[config.mk]
export PLATFORM = sky130hd
export DESIGN_NAME = fib_bcd_converter
export DESIGN_NICKNAME = d
export VERILOG_FILES = /design/src/rtl/fib_pkg.sv /design/src/rtl/bcd_digit_adj.sv /design/src/rtl/fib_bcd_converter.sv
export SDC_FILE = /design/constraint.sdc
export NUM_CORES = 1
export LEC_CHECK = 0
export ABC_AREA = 1
export BUFFER_PORTS_ARGS = -buffer_cell sky130_fd_sc_hd__buf_2
export CORE_MARGIN = 2
export CORE_UTILIZATION = 45
export CTS_CLUSTER_DIAMETER = 200
export DETAILED_ROUTE_END_ITERATION = 10
export MAX_ROUTING_LAYER = met4
export PLACE_DENSITY = 0.64
export SYNTH_ARGS = -nofsm -noshare
export SYNTH_HDL_FRONTEND = slang
export SYNTH_SLANG_ARGS = --single-unit
[constraint.sdc]
create_clock -name clk -period 2.4 [get_ports clk]
set_input_delay 0.12 -clock clk [delete_from_list [all_inputs] [get_ports clk]]
set_output_delay 0.12 -clock clk [all_outputs]
set_load 0.02 [all_outputs]
[src/rtl/fib_pkg.sv]
// rtl/fib_pkg.sv - shared widths, FSM states and 7-segment patterns for the BCD converter
package fib_pkg;

   localparam int BIN_W      = 16;
   localparam int BCD_DIGITS = 5;

   typedef enum logic [1:0] {BCD_IDLE, BCD_SHIFT, BCD_HOLD} bcd_state_t;
   typedef logic [3:0] bcd_digit_t;

   // Segment order {g,f,e,d,c,b,a}, active-high
   localparam logic [6:0] SEG_0     = 7'b0111111;
   localparam logic [6:0] SEG_1     = 7'b0000110;
   localparam logic [6:0] SEG_2     = 7'b1011011;
   localparam logic [6:0] SEG_3     = 7'b1001111;
   localparam logic [6:0] SEG_4     = 7'b1100110;
   localparam logic [6:0] SEG_5     = 7'b1101101;
   localparam logic [6:0] SEG_6     = 7'b1111101;
   localparam logic [6:0] SEG_7     = 7'b0000111;
   localparam logic [6:0] SEG_8     = 7'b1111111;
   localparam logic [6:0] SEG_9     = 7'b1101111;
   localparam logic [6:0] SEG_BLANK = 7'b0000000;

   function automatic logic [6:0] seg_decode(input bcd_digit_t d);
      logic [6:0] s;
      case (d)
         4'd0:    s = SEG_0;
         4'd1:    s = SEG_1;
         4'd2:    s = SEG_2;
         4'd3:    s = SEG_3;
         4'd4:    s = SEG_4;
         4'd5:    s = SEG_5;
         4'd6:    s = SEG_6;
         4'd7:    s = SEG_7;
         4'd8:    s = SEG_8;
         4'd9:    s = SEG_9;
         default: s = SEG_BLANK;
      endcase
      return s;
   endfunction

endpackage

[src/rtl/bcd_digit_adj.sv]
// rtl/bcd_digit_adj.sv - double-dabble nibble correction: add 3 when the digit is 5 or more
module bcd_digit_adj
   import fib_pkg::*;
(
   input  bcd_digit_t digit_in,
   output bcd_digit_t digit_out
);

   assign digit_out = (digit_in >= 4'd5) ? digit_in + 4'd3 : digit_in;

endmodule

[src/rtl/fib_bcd_converter.sv]
// rtl/fib_bcd_converter.sv - sequential 16-bit binary to 5-digit BCD converter; FIB_BCD_SEVENSEG_EN adds seg_out
module fib_bcd_converter
   import fib_pkg::*;
(
   input  logic                    clk,
   input  logic                    reset,
   input  logic                    in_valid,
   input  logic [BIN_W-1:0]        in_data,
   output logic                    in_ready,
   output logic                    out_valid,
   input  logic                    out_ready,
   output logic [4*BCD_DIGITS-1:0] bcd_out,
   output logic [2:0]              num_digits
`ifdef FIB_BCD_SEVENSEG_EN
   ,
   output logic [7*BCD_DIGITS-1:0] seg_out
`endif
);

   bcd_state_t              state, state_next;
   logic [BIN_W-1:0]        bin_sr;
   logic [4*BCD_DIGITS-1:0] bcd_acc, bcd_adj, bcd_shifted;
   logic [3:0]              bit_cnt;
   logic [2:0]              nd_next;

   for (genvar g = 0; g < BCD_DIGITS; g++) begin : g_adj
      bcd_digit_adj u_adj (
         .digit_in  (bcd_acc[4*g +: 4]),
         .digit_out (bcd_adj[4*g +: 4])
      );
   end

   assign bcd_shifted = {bcd_adj[4*BCD_DIGITS-2:0], bin_sr[BIN_W-1]};

   // Digit count of the value produced by the final shift
   always_comb begin
      nd_next = 3'd1;
      for (int k = 1; k < BCD_DIGITS; k++) begin
         if (bcd_shifted[4*k +: 4] != 4'd0) nd_next = 3'(k + 1);
      end
   end

   assign in_ready  = (state == BCD_IDLE);
   assign out_valid = (state == BCD_HOLD);

   always_ff @(posedge clk) begin
      if (reset) state <= BCD_IDLE;
      else       state <= state_next;
   end

   always_comb begin
      state_next = state;
      case (state)
         BCD_IDLE:  if (in_valid)         state_next = BCD_SHIFT;
         BCD_SHIFT: if (bit_cnt == 4'd0)  state_next = BCD_HOLD;
         BCD_HOLD:  if (out_ready)        state_next = BCD_IDLE;
         default:                         state_next = BCD_IDLE;
      endcase
   end

`ifdef FIB_BCD_SEVENSEG_EN
   logic [7*BCD_DIGITS-1:0] seg_next;

   always_comb begin
      seg_next = '0;
      for (int k = 0; k < BCD_DIGITS; k++) begin
         if (k == 0 || 3'(k) < nd_next)
            seg_next[7*k +: 7] = seg_decode(bcd_shifted[4*k +: 4]);
         else
            seg_next[7*k +: 7] = SEG_BLANK;
      end
   end

   always_ff @(posedge clk) begin
      if (reset)
         seg_out <= {{(BCD_DIGITS-1){SEG_BLANK}}, SEG_0};
      else if (state == BCD_SHIFT && bit_cnt == 4'd0)
         seg_out <= seg_next;
   end
`endif

   always_ff @(posedge clk) begin
      if (reset) begin
         bin_sr     <= '0;
         bcd_acc    <= '0;
         bit_cnt    <= '0;
         bcd_out    <= '0;
         num_digits <= 3'd1;
      end else begin
         case (state)
            BCD_IDLE: begin
               if (in_valid) begin
                  bin_sr  <= in_data;
                  bcd_acc <= '0;
                  bit_cnt <= 4'(BIN_W - 1);
               end
            end
            BCD_SHIFT: begin
               bcd_acc <= bcd_shifted;
               bin_sr  <= {bin_sr[BIN_W-2:0], 1'b0};
               bit_cnt <= bit_cnt - 4'd1;
               if (bit_cnt == 4'd0) begin
                  bcd_out    <= bcd_shifted;
                  num_digits <= nd_next;
               end
            end
            default: ;
         endcase
      end
   end

endmodule

==> results of run 1 <==
==> state kept, by name, summed over array words and instances (netlist names) <==
name,flops
bcd_acc,20
bcd_out,20
bin_sr,16
bit_cnt,4
num_digits,3
state,2
==> area by class of cell <==
type / instances / area [um2] / share of cell area, %
sequential: 65 / 1301 / 36.72
tap: 80 / 100.1 / 2.825
timing repair buffer: 49 / 257.7 / 7.274
inverter: 48 / 180.2 / 5.085
clock buffer: 12 / 155.1 / 4.379
multi-input combinational: 301 / 1509 / 42.58
clock inverter: 3 / 40.04 / 1.130
==> where the power goes <==
part           switching (mW)  internal, mW
clock network           0.395         0.527
registers              0.0464          1.16
logic                   0.297         0.137
total                   0.739          1.82
==> cell usage in the layout (no fill, tap or decap), drive strengths merged, types with 12 or more instances in the layout <==
cell type / instances
nand2: 124
dfxtp: 65
buf: 49
inv: 48
nor2: 43
a21oi: 34
o21ai: 33
nand3: 19
a31oi: 13
clkbuf: 12
==> critical path, delay by kind of cell, from the launching register on <==
kind            cells  cell delay (ps)
simple gates        3              510
buf+inv             3              450
compound gates      2              320
flops               1              300
fa+ha+maj           1              160
==> per-stage QoR <==
| stage | setup WS, ps | hold slack [ps] |
|---|---|---|
| final | 580.3 | 19.49 |
| after global routing | 425.2 | 22.15 |
| after CTS | 577.5 | 7.455 |
| after detailed placement | 600.1 | 380.3 |
| after global placement | 595.6 | 376.1 |
| after floorplan | 904.9 | 268.3 |
==> kinds of logic (layout without fill, tap and decap cells) <==
group	count (synthesis)	count (layout)	share of synthesized area [%]
and+or+nand+nor	194	194	27.25
DFF	65	65	42.48
buffers and inverters	64	112	8.252
AOI/OAI and AO/OA	94	94	16.95
adders and majority gates	11	11	4.493
xor gates and xnor gates	2	2	0.5720
==> routing by layer <==
metal | track usage (%) | vias up
li1 | - | 1489
met1 | 24.75 | 1273
met2 | 31.26 | 64
met3 | 4.857 | 11
met4 | 5.966 | 0
met5 | - | -
==> worst max path at each step <==
| stage | start | to | slack (ps) | depth (start not counted) |
|---|---|---|---|---|
| 3_3_place_gp | bit_cnt[0] | bcd_out[6] | 600 | 9 |
| 6_report | bit_cnt[0] | bcd_out[6] | 580 | 9 |
| 5_1_grt | bit_cnt[0] | bcd_out[18] | 430 | 9 |
| 2_1_floorplan | bcd_acc[0] | bcd_acc[1] | 900 | 7 |
| 3_5_place_dp | bit_cnt[0] | bcd_out[6] | 600 | 9 |
| 4_1_cts | bit_cnt[0] | bcd_out[6] | 580 | 9 |
==> qor.txt, run 1 <==
# port buffers = 44
Rel. slew slack = 45.18%
Final Critical Period = 1820 ps
unrepaired setup endpoints after global routing = false
number of global-route vias before repair = 2528
Layout area overhead = 15.69%
die area = 0.007482 mm2
slowest CP cell = dfxtp_1
CP Max Fanout = 25
DRT met1 WL = 3.272 mm
Worst Skew = 7.218 ps
Via-to-Cell Ratio = 5.084
Initial DRC Count = 146
cts repair resizes = 0
floorplan row count = 30
cells after synthesis = 430
# fillers = 686
fmax = 549.5 MHz
initial antenna violation count = 0
Post-Place Cell Area = 0.003348 mm2
DP HPWL = 4.668 mm
post-CTS setup buffers = 0
r2r worst-path depth = 9
Synth top area share = 42.48%
Design Power = 2.563 mW
Layout Cells excl Fill = 558
Total Routing Usage GR = 19.65%
synth unique cells = 27
Seq/Total Area, Yosys = 42.48%
routed wl met3 = 308 um
Required @ worst endpoint = 2670 ps
top post-synthesis cells by area = dfxtp_1 42%, nand2_1 15%, inv_1 5.8%
VDD IR max = 0.3198 mV
first-pass GRT wire length = 11.26 mm
worst path cell trace = inv_1 > ha_1 > inv_1 > nor2_1 > nand2_4 > nor2_8 > buf_4 > o21ai_0 > a21oi_1
main flop type after synthesis = dfxtp_1
Die Height = 86.50 um
Total Nets Final = 505
Antenna diodes = 0
most used cell, CP = inv_1
Final Hold Vio Count = 0
Yosys warnings = 0
layout cell share with drive strength beyond 1 = 15.27%
final core occ = 53.03%
setup TNS = 0 ps
Ports = 45
R2R Setup Slk = 580 ps
Cell Count Post-Placement = 543
DRT Wirelength = 6.803 mm
hold path cells = 3
Synth async-reset ratio = 0%
most frequent cell after synthesis = nand2_1
R2R Path End = bcd_out[6]
leading area contributor after synthesis = dfxtp_1
Num CTS Buffers = 9
vias = 2837
worst-skew pair later-pin latency = 340 ps
reg2reg start = bit_cnt[0]
WL per Instance = 12.19 um
largest stage delay on the critical path = 300 ps
Finished Cell Area = 0.003543 mm2
Max Buffers Root-to-Sink = 2
Slew Viols, Final = 0
Pre-Repair DR Iteration Count = 5
Yosys reg bits = 65
H-tree depth = 3
CTS tree = built
clock slew at reported path FFs = 70 ps
Critical Path AT = 2090 ps
top cells by count, synth = 122 x nand2_1, 65 x dfxtp_1, 47 x inv_1
MaxCap Viol Count = 0
antenna-violating nets left = 0
# DRC = 0
min-delay src = in_data[0]
Post-CTS Hold Fix Bufs = 0
Slew @ Worst Pin = 821.3 ps
Setup CP Type = register to register
CTS Sinks = 65
grt ovf = 0
Min-Delay Endpoint = bin_sr[0]
initial core utilization = 45.84%
Die W = 86.50 um
mapped cell area = 0.003063 mm2
Post-synth EDFFs = 0
outcome = completed
Avg Inst Size Synth = 7.123 um2
met2 wire len = 3.148 mm
final setup vio count = 0
pin count of the biggest net entering global routing = 39
RePlAce Congestion = 0.8389
crit share post-route = 75.82%
Tightest Hold Check Type = input pin to register
P_leak = 1.634 nW
Top Layer Used = met4
power density cells = 723.3 mW/mm2
Worst setup EP type = register
clock root cell = clkbuf_8
Worst setup SP type = register
core area = 0.006681 mm2
syn_nets = 461
(Power assumes the default switching activity.)
==> run 2, diff against run 1 <==
--- a/config.mk
+++ b/config.mk
@@ -12,7 +12,7 @@
 export CTS_CLUSTER_DIAMETER = 200
 export DETAILED_ROUTE_END_ITERATION = 10
 export MAX_ROUTING_LAYER = met4
-export PLACE_DENSITY = 0.64
+export PLACE_DENSITY = 0.67
 export SYNTH_ARGS = -nofsm -noshare
 export SYNTH_HDL_FRONTEND = slang
 export SYNTH_SLANG_ARGS = --single-unit
==> constraint.sdc (replaced) <==
create_clock -name clk -period 1.65 [get_ports clk]
set_input_delay 0.0825 -clock clk [delete_from_list [all_inputs] [get_ports clk]]
set_output_delay 0.0825 -clock clk [all_outputs]
set_load 0.02 [all_outputs]
==> qor.txt, run 2 (same netlist as run 1, synthesis figures left out) <==
pin count of the biggest net entering global routing = 28 (-28%)
Antenna diodes = 0 (unchanged)
Critical Path AT = 1830 ps (-260 ps)
Design Power = 3.791 mW (+48%)
commonest non-fill, non-tap cells in the layout = 113 x nand2_1, 57 x dfxtp_1, 47 x inv_1
post-CTS setup buffers = 0 (unchanged)
Total Nets Final = 521 (+3.2%)
# port buffers = 44 (unchanged)
fmax = 649.2 MHz (+18%)
Setup CP Type = register to register
DP HPWL = 4.888 mm (+4.7%)
min-delay src = in_data[6]
setup TNS = 0 ps (unchanged)
H-tree depth = 3 (unchanged)
Pre-Repair DR Iteration Count = 4 (-1)
Via-to-Cell Ratio = 5.023 (-1.2%)
most common cell after layout, fill and taps aside = nand2_1
final setup vio count = 0 (unchanged)
unrepaired setup endpoints after global routing = true
core area = 0.006681 mm2 (unchanged)
grt ovf = 0 (unchanged)
RePlAce Congestion = 0.8309 (-0.95%)
Slew Viols, Final = 0 (unchanged)
WL per Instance = 12.26 um (+0.58%)
CP Max Fanout = 6 (-76%)
Layout area overhead = 22.14%
worst setup path startpoint = bcd_acc[12]
multi-input combinational cell area = 0.001562 mm2 (+3.5%)
Total Routing Usage GR = 20.41% (+0.76 points)
biggest regs = bcd_acc (20), bcd_out (20), bin_sr (16)
Die W = 86.50 um (unchanged)
outcome = completed
CTS Sinks = 65 (unchanged)
Final Critical Period = 1540 ps (-279.2 ps)
DRT Wirelength = 7.039 mm (+3.5%)
Worst setup SP type = register
clock slew at reported path FFs = 70 ps (about the same)
first-pass GRT wire length = 11.72 mm (+4.1%)
die area = 0.007482 mm2 (unchanged)
# DRC = 0 (unchanged)
Final Hold Vio Count = 0 (unchanged)
Ports = 45 (unchanged)
Tightest Hold Check Type = input pin to register
# fillers = 647 (-5.7%)
Initial DRC Count = 131 (-10%)
Worst setup EP type = register
Die Height = 86.50 um (unchanged)
initial antenna violation count = 0 (unchanged)
P_leak = 1.743 nW (+6.6%)
Rel. slew slack = 75.82% (+31 points)
number of global-route vias before repair = 2611 (+3.3%)
Num CTS Buffers = 9 (unchanged)
initial core utilization = 45.84% (unchanged)
reg2reg start = bcd_acc[12]
crit share post-route = 93.36% (+18 points)
Worst Skew = 7.034 ps (-0.1837 ps)
layout cell share with drive strength beyond 1 = 21.66% (+6.4 points)
vias = 2883 (+1.6%)
Max Buffers Root-to-Sink = 2 (unchanged)
power density cells = 1013 mW/mm2 (+40%)
clock root cell = clkbuf_8
floorplan row count = 30 (unchanged)
VDD IR max = 0.5767 mV (+80%)
MaxCap Viol Count = 0 (unchanged)
Slew @ Worst Pin = 362.3 ps (-459.0 ps)
Required @ worst endpoint = 1940 ps (-730 ps)
antenna-violating nets left = 0 (unchanged)
CTS tree = built
worst-skew pair later-pin latency = 350 ps (about the same)
register area = 0.001314 mm2 (+0.96%)
## run 2: cell types whose count changed in the layout (fill, tap and decap cells not counted), sizes merged
cell	previous run	this run
buf	49	60
dlygate4sd3	0	5
## run 2: final cells by class
type                       instances  area share (%)
clock buffer                      12           4.147
timing repair buffer              65           10.43
inverter                          48           4.816
clock inverter                     3           1.070
sequential                        65           35.12
multi-input combinational        301           41.74
tap                               80           2.676
## run 2: where the power goes
group	internal, mW	switching (mW)	leakage, nW
registers	1.69	0.0687	0.533
logic	0.242	0.441	1.11
clock network	0.767	0.587	0.102
total	2.69	1.10	1.74
## run 2: worst max-delay path, stage by stage (launching register included)
cell and delay (ps):
dfxtp_2 380, inv_1 70, ha_1 210, inv_1 70
nand2_2 90, nand4_1 120, nand2_1 100, nor2_2 130
nand2_1 70, nor2_2 90, nand2_1 50, a21oi_1 100
## run 2: path summary, 6_finish.rpt
check                       end  slack [ps]  cells past startpoint
setup / recovery  num_digits[1]         110                     11
hold / removal        bin_sr[6]           7                      5
hold reg to reg       bin_sr[0]         470                      2
setup reg to reg  num_digits[1]         110                     11
## run 2: timing repair
| item | 4_1_cts | 5_1_grt |
|---|---|---|
| hold buffers | 5 | 0 |
| gates resized for setup | 3 | 26 |
| endpoints found under the hold margin | 5 | 0 |
| pin swaps | 0 | 1 |
| endpoints found under the setup margin | 2 | 14 |
## run 2: through the flow
stage          utilization, %  hold WS (ps)  setup WS [ps]  cell area (um2)  cells
6_report                55.99         6.654          109.5             3741    574
4_1_cts                 55.02         1.270          28.92             3676    574
2_1_floorplan               -         230.8          154.9             3063    430
5_1_grt                 55.99         21.66         -21.70             3741    574
3_5_place_dp            51.35         346.3         -10.31             3431    554
3_3_place_gp            51.35         339.0          13.08             3431    554
## run 2: layer usage
layer | part of all wire (%) | global-route usage [%] | up-vias
li1 | - | - | 1519
met1 | 48 | 25.80 | 1306
met2 | 47 | 31.82 | 51
met3 | 4.0 | 5.048 | 7
met4 | 1.2 | 7.244 | 0
met5 | 0 | - | -
